$ cat config.mk
export PLATFORM = sky130hd
export DESIGN_NAME = uart_rx_ctrl
export DESIGN_NICKNAME = d
export VERILOG_FILES = /design/src/rtl/uart_rx_ctrl.sv
export SDC_FILE = /design/constraint.sdc
export NUM_CORES = 1
export LEC_CHECK = 0
export CAP_MARGIN = 20
export CORE_MARGIN = 2
export CORE_UTILIZATION = 54
export CTS_BUF_LIST = sky130_fd_sc_hd__clkbuf_2 sky130_fd_sc_hd__clkbuf_4 sky130_fd_sc_hd__clkbuf_8
export DETAILED_ROUTE_END_ITERATION = 6
export PLACE_DENSITY = 0.87
export SYNTH_ARGS = -nofsm -noshare
export SYNTH_HDL_FRONTEND = slang
export SYNTH_SLANG_ARGS = --single-unit
export TNS_END_PERCENT = 100
$ cat constraint.sdc
create_clock -name rx_clk -period 3.5 [get_ports rx_clk]
set_clock_uncertainty 0.2 [all_clocks]
set_input_delay 0.875 -clock rx_clk [delete_from_list [all_inputs] [get_ports rx_clk]]
set_output_delay 0.875 -clock rx_clk [all_outputs]
set_load 0.03 [all_outputs]
$ cat src/rtl/uart_rx_ctrl.sv
// Sequencing and configuration controller for uart_rx: frame tracking with a
// watchdog, shadowed frame configuration, and a small receive FIFO with status.
module uart_rx_ctrl #(
    parameter int FIFO_DEPTH = 4,
    parameter int ADDR_W     = 2,
    parameter int WDOG_CYC   = 208
) (
    input  logic              rx_clk,
    input  logic              rst,
    input  logic              enable,
    input  logic              cfg_wr,
    input  logic [3:0]        cfg_length,
    input  logic              cfg_parity_type,
    input  logic              cfg_parity_en,
    input  logic              cfg_stop2,
    input  logic              rx_line,
    output logic              rx_start,
    output logic [3:0]        length,
    output logic              parity_type,
    output logic              parity_en,
    output logic              stop2,
    input  logic [7:0]        rx_out,
    input  logic              rx_done,
    input  logic              rx_error,
    output logic              rd_valid,
    output logic [7:0]        rd_data,
    output logic              rd_err,
    input  logic              rd_ready,
    output logic [ADDR_W:0]   fifo_count,
    output logic              overrun,
    output logic [7:0]        err_count,
    output logic              wdog_abort,
    output logic              cfg_pending,
    output logic              cfg_reject,
    input  logic              clr_status
);

    typedef enum logic [1:0] {
        ST_DISABLED,
        ST_ARMED,
        ST_BUSY
    } state_t;

    localparam int                WDOG_W    = $clog2(WDOG_CYC);
    localparam logic [WDOG_W-1:0] WDOG_LAST = WDOG_W'(WDOG_CYC - 1);
    localparam logic [ADDR_W:0]   DEPTH_L   = (ADDR_W + 1)'(FIFO_DEPTH);

    state_t            state;
    logic              sticky_err;
    logic [WDOG_W-1:0] wdog;

    logic [3:0] sh_length;
    logic       sh_parity_type;
    logic       sh_parity_en;
    logic       sh_stop2;

    logic [8:0]        mem [FIFO_DEPTH];
    logic [ADDR_W-1:0] wr_ptr;
    logic [ADDR_W-1:0] rd_ptr;
    logic [ADDR_W:0]   count;

    logic start_frame;
    logic apply_cfg;
    logic cfg_legal;
    logic push;
    logic push_err;
    logic wdog_hit;
    logic pop;
    logic full;
    logic do_push;
    logic drop;

    assign start_frame = (state == ST_ARMED) && enable && !rx_line;
    // The receiver only sees new settings between frames, never on the start edge.
    assign apply_cfg   = (state != ST_BUSY) && !start_frame;
    assign cfg_legal   = (cfg_length >= 4'd5) && (cfg_length <= 4'd8);
    assign push        = (state == ST_BUSY) && rx_done;
    assign push_err    = sticky_err | rx_error;
    assign wdog_hit    = (state == ST_BUSY) && !rx_done && (wdog == WDOG_LAST);

    assign rd_valid    = (count != '0);
    assign full        = (count == DEPTH_L);
    assign pop         = rd_valid && rd_ready;
    assign do_push     = push && (!full || pop);
    assign drop        = push && full && !pop;
    assign fifo_count  = count;
    assign rd_data     = rd_valid ? mem[rd_ptr][7:0] : 8'h00;
    assign rd_err      = rd_valid ? mem[rd_ptr][8]   : 1'b0;

    // NOTE: all sequential state uses non-blocking assignments so every register
    // samples pre-edge values regardless of block ordering.
    always_ff @(posedge rx_clk or posedge rst) begin
        if (rst) begin
            state      <= ST_DISABLED;
            rx_start   <= 1'b0;
            sticky_err <= 1'b0;
            wdog       <= '0;
            wdog_abort <= 1'b0;
        end else begin
            wdog_abort <= 1'b0;
            case (state)
                ST_DISABLED: begin
                    if (enable) begin
                        state    <= ST_ARMED;
                        rx_start <= 1'b1;
                    end
                end
                ST_ARMED: begin
                    if (!enable) begin
                        state    <= ST_DISABLED;
                        rx_start <= 1'b0;
                    end else if (!rx_line) begin
                        state      <= ST_BUSY;
                        sticky_err <= 1'b0;
                        wdog       <= '0;
                    end
                end
                ST_BUSY: begin
                    sticky_err <= sticky_err | rx_error;
                    wdog       <= wdog + 1'b1;
                    if (rx_done || wdog_hit) begin
                        state      <= enable ? ST_ARMED : ST_DISABLED;
                        rx_start   <= enable;
                        wdog_abort <= !rx_done;
                    end
                end
                default: begin
                    state    <= ST_DISABLED;
                    rx_start <= 1'b0;
                end
            endcase
        end
    end

    always_ff @(posedge rx_clk or posedge rst) begin
        if (rst) begin
            length         <= 4'd8;
            parity_type    <= 1'b0;
            parity_en      <= 1'b0;
            stop2          <= 1'b0;
            sh_length      <= 4'd8;
            sh_parity_type <= 1'b0;
            sh_parity_en   <= 1'b0;
            sh_stop2       <= 1'b0;
            cfg_pending    <= 1'b0;
            cfg_reject     <= 1'b0;
        end else begin
            cfg_reject <= cfg_wr && !cfg_legal;
            if (apply_cfg) begin
                length      <= sh_length;
                parity_type <= sh_parity_type;
                parity_en   <= sh_parity_en;
                stop2       <= sh_stop2;
                cfg_pending <= 1'b0;
            end
            // NOTE: this later assignment overrides the clear above, so a write
            // landing on an apply slot stays pending for the next slot.
            if (cfg_wr && cfg_legal) begin
                sh_length      <= cfg_length;
                sh_parity_type <= cfg_parity_type;
                sh_parity_en   <= cfg_parity_en;
                sh_stop2       <= cfg_stop2;
                cfg_pending    <= 1'b1;
            end
        end
    end

    // NOTE: storage has no reset; the read port is gated by rd_valid, so stale
    // contents are never visible.
    always_ff @(posedge rx_clk) begin
        if (do_push) begin
            mem[wr_ptr] <= {push_err, rx_out};
        end
    end

    always_ff @(posedge rx_clk or posedge rst) begin
        if (rst) begin
            wr_ptr <= '0;
            rd_ptr <= '0;
            count  <= '0;
        end else begin
            if (do_push) begin
                wr_ptr <= wr_ptr + 1'b1;
            end
            if (pop) begin
                rd_ptr <= rd_ptr + 1'b1;
            end
            case ({do_push, pop})
                2'b10:   count <= count + 1'b1;
                2'b01:   count <= count - 1'b1;
                default: count <= count;
            endcase
        end
    end

    // Events take priority over a simultaneous clear.
    always_ff @(posedge rx_clk or posedge rst) begin
        if (rst) begin
            overrun   <= 1'b0;
            err_count <= 8'h00;
        end else begin
            if (drop) begin
                overrun <= 1'b1;
            end else if (clr_status) begin
                overrun <= 1'b0;
            end
            if (push && push_err) begin
                if (err_count != 8'hFF) begin
                    err_count <= err_count + 8'd1;
                end
            end else if (clr_status) begin
                err_count <= 8'h00;
            end
        end
    end

endmodule

Word level (Yosys, flattened, before mapping)

Memory sizes are Yosys's and may differ from the RTL's.
Cells that the tools add are included.

Bits in registers: 45
Bits in latches: 0
Memory bits (writable): 36
Bits in read-only memories: 0
Input port bits: 24
Memories kept: 1

Memory list:

| memory | depth | bits a word | rd ports | clocked after Yosys merged registers in | wr ports | RTL line | source |
|---|---|---|---|---|---|---|---|
| mem    | 4     | 9           | 1        | 0                                       | 1        | 57       | `logic [8:0] mem [FIFO_DEPTH];` |

$add $sub $neg: 6
Multiply operators: 0
Divide/modulo/power cells: 0
$lt $le $gt $ge: 2
Eq/ne operators: 15
Shift-type cells: 0
Muxes and demuxes: 30
Bitwise gates (word level): 1
Reductions and logical operators: 33

Operators with widths:

| cell                                                   | number |
|---|---|
| two-way mux 8 bit                                      | 6 |
| adder 8 x 1 -> 8 bit (second input constant)           | 2 |
| one-hot mux 8 bit (2 select lines)                     | 1 |
| two-way mux 1 bit                                      | 15 |
| logical AND 1 bit                                      | 14 |
| != test 2 bit (second input constant)                  | 5 |
| nonzero test 2 bit                                     | 5 |
| AND reduction 3 bit                                    | 3 |
| == test 8 bit (second input constant)                  | 1 |
| two-way mux 2 bit                                      | 4 |
| != test 8 bit (second input constant)                  | 1 |
| zero test 1 bit                                        | 6 |
| one-hot mux 2 bit (3 select lines)                     | 1 |
| one-hot mux 3 bit (2 select lines)                     | 1 |
| adder 2 x 1 -> 2 bit (second input constant)           | 2 |
| == test 2 x 1 -> 1 bit (second input constant)         | 2 |
| == test 2 bit (second input constant)                  | 2 |
| >= comparator 4 x 3 -> 1 bit (second input constant)   | 1 |
| less-or-equal comparator 4 bit (second input constant) | 1 |
| != test 2 x 1 -> 1 bit (second input constant)         | 2 |
| adder 3 x 1 -> 3 bit (second input constant)           | 1 |
| == test 3 bit (second input constant)                  | 1 |
| != test 3 bit (second input constant)                  | 1 |
| one-hot mux 1 bit (3 select lines)                     | 1 |
| other kinds (7)                                        | 8 |

Depth between registers and ports, before layout

Depth after elaboration: 7
Mapped depth: 7
Gate-level depth less buffers: 6

Least setup slack after synthesis

Ideal clock, no wire load.

Path type: register to register
Start: reg count[2] (netlist: fifo_count[2])
End: reg count[2] (netlist: fifo_count[2])
Setup time: 126 ps
Data arrival time: 2507 ps
Required time: 3174 ps
Slack: 667 ps
Cell stages (with the launch flop): 7
Path buffers: 1
Clock period less this slack: 2833 ps
Cells stage by stage: dfrtp_1 or3_1 clkbuf_1 nand3_1 fa_1 or3_1 a311o_1

Word-level cells in the longest chain between the ends: 6
Elaborated cells between the ends (all ways): 12
Classes of those cells: 2 x add/sub; 3 x eq/ne; 1 x mux; 6 x reduce/logical

RTL lines:

| item                                                                            | RTL line | source |
|---|---|---|
| start: declaration                                                              | 60       | `logic [ADDR_W:0] count;` |
| start signal: assignment                                                        | 189      | `2'b10: count <= count + 1'b1;` |
| start signal: assignment                                                        | 190      | `2'b01: count <= count - 1'b1;` |
| start signal: assignment                                                        | 191      | `default: count <= count;` |
| nonzero test 3 bit *                                                            | 81       | `assign rd_valid = (count != '0);` |
| named net rd_valid                                                              | 25       | `output logic rd_valid,` |
| logical AND 1 bit *                                                             | 83       | `assign pop = rd_valid && rd_ready;` |
| logical OR 1 bit                                                                | 84       | `assign do_push = push && (!full \|\| pop);` |
| logical AND 1 bit                                                               | 84       |  |
| == test 2 x 1 -> 1 bit / == test 2 bit (equally long branches)                  | 188      | `case ({do_push, pop})` |
| one-hot mux 3 bit (2 select lines) / nonzero test 2 bit (equally long branches) | -        |  |

Mark *: on every way through the listed nets, which the timed path passes. The rest lies on a longest branch.
A chain may end at the register's enable or synchronous reset.

Worst setup path in the final report

Start: reg count[2] (netlist: fifo_count[2])
End: out rd_data[3]

Word-level cells in the longest chain between the ends: 2

RTL lines:

| item               | RTL line | source |
|---|---|---|
| nonzero test 3 bit | 81       |  |
| two-way mux 8 bit  | 87       | `assign rd_data = rd_valid ? mem[rd_ptr][7:0] : 8'h00;` |
| end: declaration   | 26       | `output logic [7:0] rd_data,` |

Every way passes these cells.

==> flow_summary_export.csv <==
group,metric,value,unit
status,status,"complete, no violations",
clock_network,cts_setup_buffers,0,
setup_path,cp_data_arrival_time,2.25,ns
logic_synthesis,yosys.area.top_type,"edfxtp_1",
setup_path,r2r_slack,0.82,ns
clock_network,cts_sinks,81,
setup_path,startpoint_type,"flip-flop",
drt,antenna_left,0,
worst_hold_path,hold_class,"reg2reg",
logic_synthesis,ys_types,52,
timing,setup_tns,0,ns
setup_path,path_max_fanout,13,
power_and_ir_drop,ir_drop,0.717,mV
clock_network,htreeDepth,3,
power_and_ir_drop,switching_share,0.338,
finish,diodes,0,
setup_path,timing.rr.end,"fifo_count[2]$_DFFE_PP0P_",
logic_synthesis,synth.cell_area,0.00359,mm2
drt,via_count,2441,
finish,final_cell_mix,"clkdlybuf4s50_1 (56), dfrtp_1 (43), edfxtp_1 (36)",
clock_network,clkLatencyLatePin,0.34,ns
finish,synthToLayoutAreaGrowth,24.5,%
global_routing,grt-ovfl-total,0,
setup_path,crit_type,"reg2out",
placement,dp_hpwl,4800,um
clock_network,clk_pin_slew,0.08,ns
logic_synthesis,synth_top_area_share,0.301,
clock_network,ctsResizeCount,0,
drt,via_per_inst,5.80,
timing,rsz0062_at_grt,"no",
setup_path,cp-end-kind,"output pin",
clock_network,cts.path.max_buffers,2,
clock_network,hold_buffers,0,
floorplan,core_region_area,0.00639,mm2
floorplan,die-width,85.6,um
setup_path,ff2ff_path_depth,5,
worst_hold_path,whs_path_depth,1,
floorplan,io_pins,57,
drt,wire_per_inst,17.1,um
finish,drive_gt1_frac,0.113,
global_routing,grt_max_degree,46,
logic_synthesis,synth_area_leaders,"edfxtp_1 (30%), dfrtp_1 (30%), mux4_2 (5.6%)",
setup_path,timing.rr.start,"fifo_count[2]$_DFFE_PP0P_",
timing,hold_violations,0,
finish,layout_commonest_cell,"clkdlybuf4s50_1",
logic_synthesis,synth_area_per_cell,13.0,um2
logic_synthesis,syn_nets,307,
global_routing,grt_pass1_wl,11700,um
timing,setup_viol,0,
global_routing,grt_usage,0.209,
finish,nets,370,
global_routing,grt_pass1_vias,2554,
setup_path,crit_required,2.42,ns
placement,globalplace.congestion,0.793,
logic_synthesis,synth-edff-count,36,
timing,drv_slew,0,
timing,fmax,301,MHz
worst_hold_path,hold_end,"parity_type$_DFFE_PP0P_",
drt,first_pass_iters,4,
timing,period_share,0.951,
power_and_ir_drop,p_seq_frac,0.405,
drt,drc,0,
logic_synthesis,synth_seq_cells,81,
finish,multi_input_area,0.00129,mm2
global_routing,antenna_found_initial,0,
power_and_ir_drop,comb_power_share,0.342,
power_and_ir_drop,switching_power,1020,uW
placement,portBuffers,56,
timing,slew_headroom,0.623,
timing,fin_crit,3.33,ns
finish,layout.cells.non_filler,421,
clock_network,cts_tree,"done",
floorplan,die_y,85.6,um
clock_network,root_buffer,"clkbuf_8",
power_and_ir_drop,internal-power,1990,uW
power_and_ir_drop,p_per_area,671,mW/mm2
timing,tightest_slew,0.565,ns
finish,fillCellCount,448,
worst_hold_path,worstHoldStart,"parity_type$_DFFE_PP0P_",
run,maxCapViolCount,0,
finish,seq_area,0.00221,mm2
logic_synthesis,synthArstFlopShare,0.556,
floorplan,start_util,0.563,
placement,dp_cells,405,
logic_synthesis,ys_seq_area_frac,0.615,
logic_synthesis,ys_warn_count,0,
power_and_ir_drop,p_clk_frac,0.253,
logic_synthesis,synth-main-ff-cell,"dfrtp_1",
clock_network,cts_buffers,9,
power_and_ir_drop,p_leak,0.00174,uW
drt,drt_iter0_markers,162,
floorplan,die_area,0.00732,mm2
drt,drt-total-wl,7190,um
floorplan,row_count,29,
logic_synthesis,synth_cells,276,
==> synthesized netlist by cell type, types with 2 or more instances <==
library cell / number
edfxtp_1: 36
nor2b_1: 4
a211oi_1: 2
inv_1: 13
nand4_1: 2
nor2_1: 10
nor3_1: 3
o21ai_1: 8
or2_2: 2
nand3b_1: 2
buf_2: 5
dfstp_2: 2
dfrtp_1: 43
a21oi_1: 7
and2_1: 16
nand2_1: 17
or4_1: 2
a211o_1: 2
and3_1: 2
mux2_1: 11
or3_1: 3
ha_1: 6
xnor2_1: 5
a21o_1: 2
o31ai_1: 5
nand3_1: 14
clkbuf_1: 4
o21ai_0: 16
mux4_2: 9
==> worst max-delay path, stage by stage (launching register included) <==
cell             delay, ns
dfrtp_1               0.48
or3_1                 0.61
and2_1                0.23
clkdlybuf4s50_1       0.59
==> power groups by stage <==
stage               clock network (uW)  registers, uW  logic (uW)
finish                             759           1220        1030
global route                       819           1230        1100
CTS                                772           1210        1040
detailed placement                   0           1230        1020
global placement                     0           1220         986
floorplan                            0           1270         598
==> sequential cells by signal (all words and copies together), names as in the netlist, 2 cells and up <==
signal      count
mem            36
err_count       8
wdog            8
length          4
sh_length       4
fifo_count      3
rd_ptr          2
state           2
wr_ptr          2
==> stage by stage <==
stage           util  cell area, um2  total power (uW)  setup WS (ns)  hold slack, ns
3_5_place_dp   0.666            4250              2250          0.294           0.274
2_1_floorplan      -            3590              1870          0.667           0.248
3_3_place_gp   0.666            4250              2210          0.341           0.270
4_1_cts        0.701            4480              3020          0.154           0.299
5_1_grt        0.701            4480              3150         0.0571           0.315
6_report       0.701            4480              3000          0.173           0.293
==> cell type report <==
cell class | instances | share of cell area
clock buffer | 9 | 0.0277
clock inverter | 7 | 0.0224
inverter | 13 | 0.0109
multi-input combinational | 172 | 0.289
sequential | 81 | 0.494
tap | 77 | 0.0215
timing repair buffer | 62 | 0.135
==> layer usage <==
metal	global-route usage	vias up	part of all wire	wire [um]
li1	-	1146	-	-
met1	0.262	1198	0.43	3060
met2	0.347	79	0.51	3640
met3	0.0500	18	0.044	316
met4	0.0938	0	0.024	170
met5	0	-	0	0
==> logic make-up (layout without fill, tap and decap cells) <==
kind of cell,Yosys count,in the layout,share of synthesized area
AOI/OAI and AO/OA,52,52,0.0895
xor gates and xnor gates,5,5,0.0122
adders and majority gates,7,7,0.0265
buffers and inverters,23,91,0.0258
DFF,81,81,0.615
muxes,21,21,0.0940
and+or+nand+nor,87,87,0.137
==> worst max-delay path by stage <==
stage	from	end	slack, ns	depth (start not counted)
floorplan	fifo_count[2]$_DFFE_PP0P_	fifo_count[2]$_DFFE_PP0P_	0.67	6
global placement	rx_done	mem[1][1]$_DFFE_PP_	0.34	5
detailed placement	rx_done	mem[1][1]$_DFFE_PP_	0.29	5
CTS	fifo_count[2]$_DFFE_PP0P_	rd_data[3]	0.15	3
global route	fifo_count[2]$_DFFE_PP0P_	rd_data[3]	0.06	3
finish	fifo_count[2]$_DFFE_PP0P_	rd_data[3]	0.17	3
Note: power is estimated with default switching activity, not from simulation.
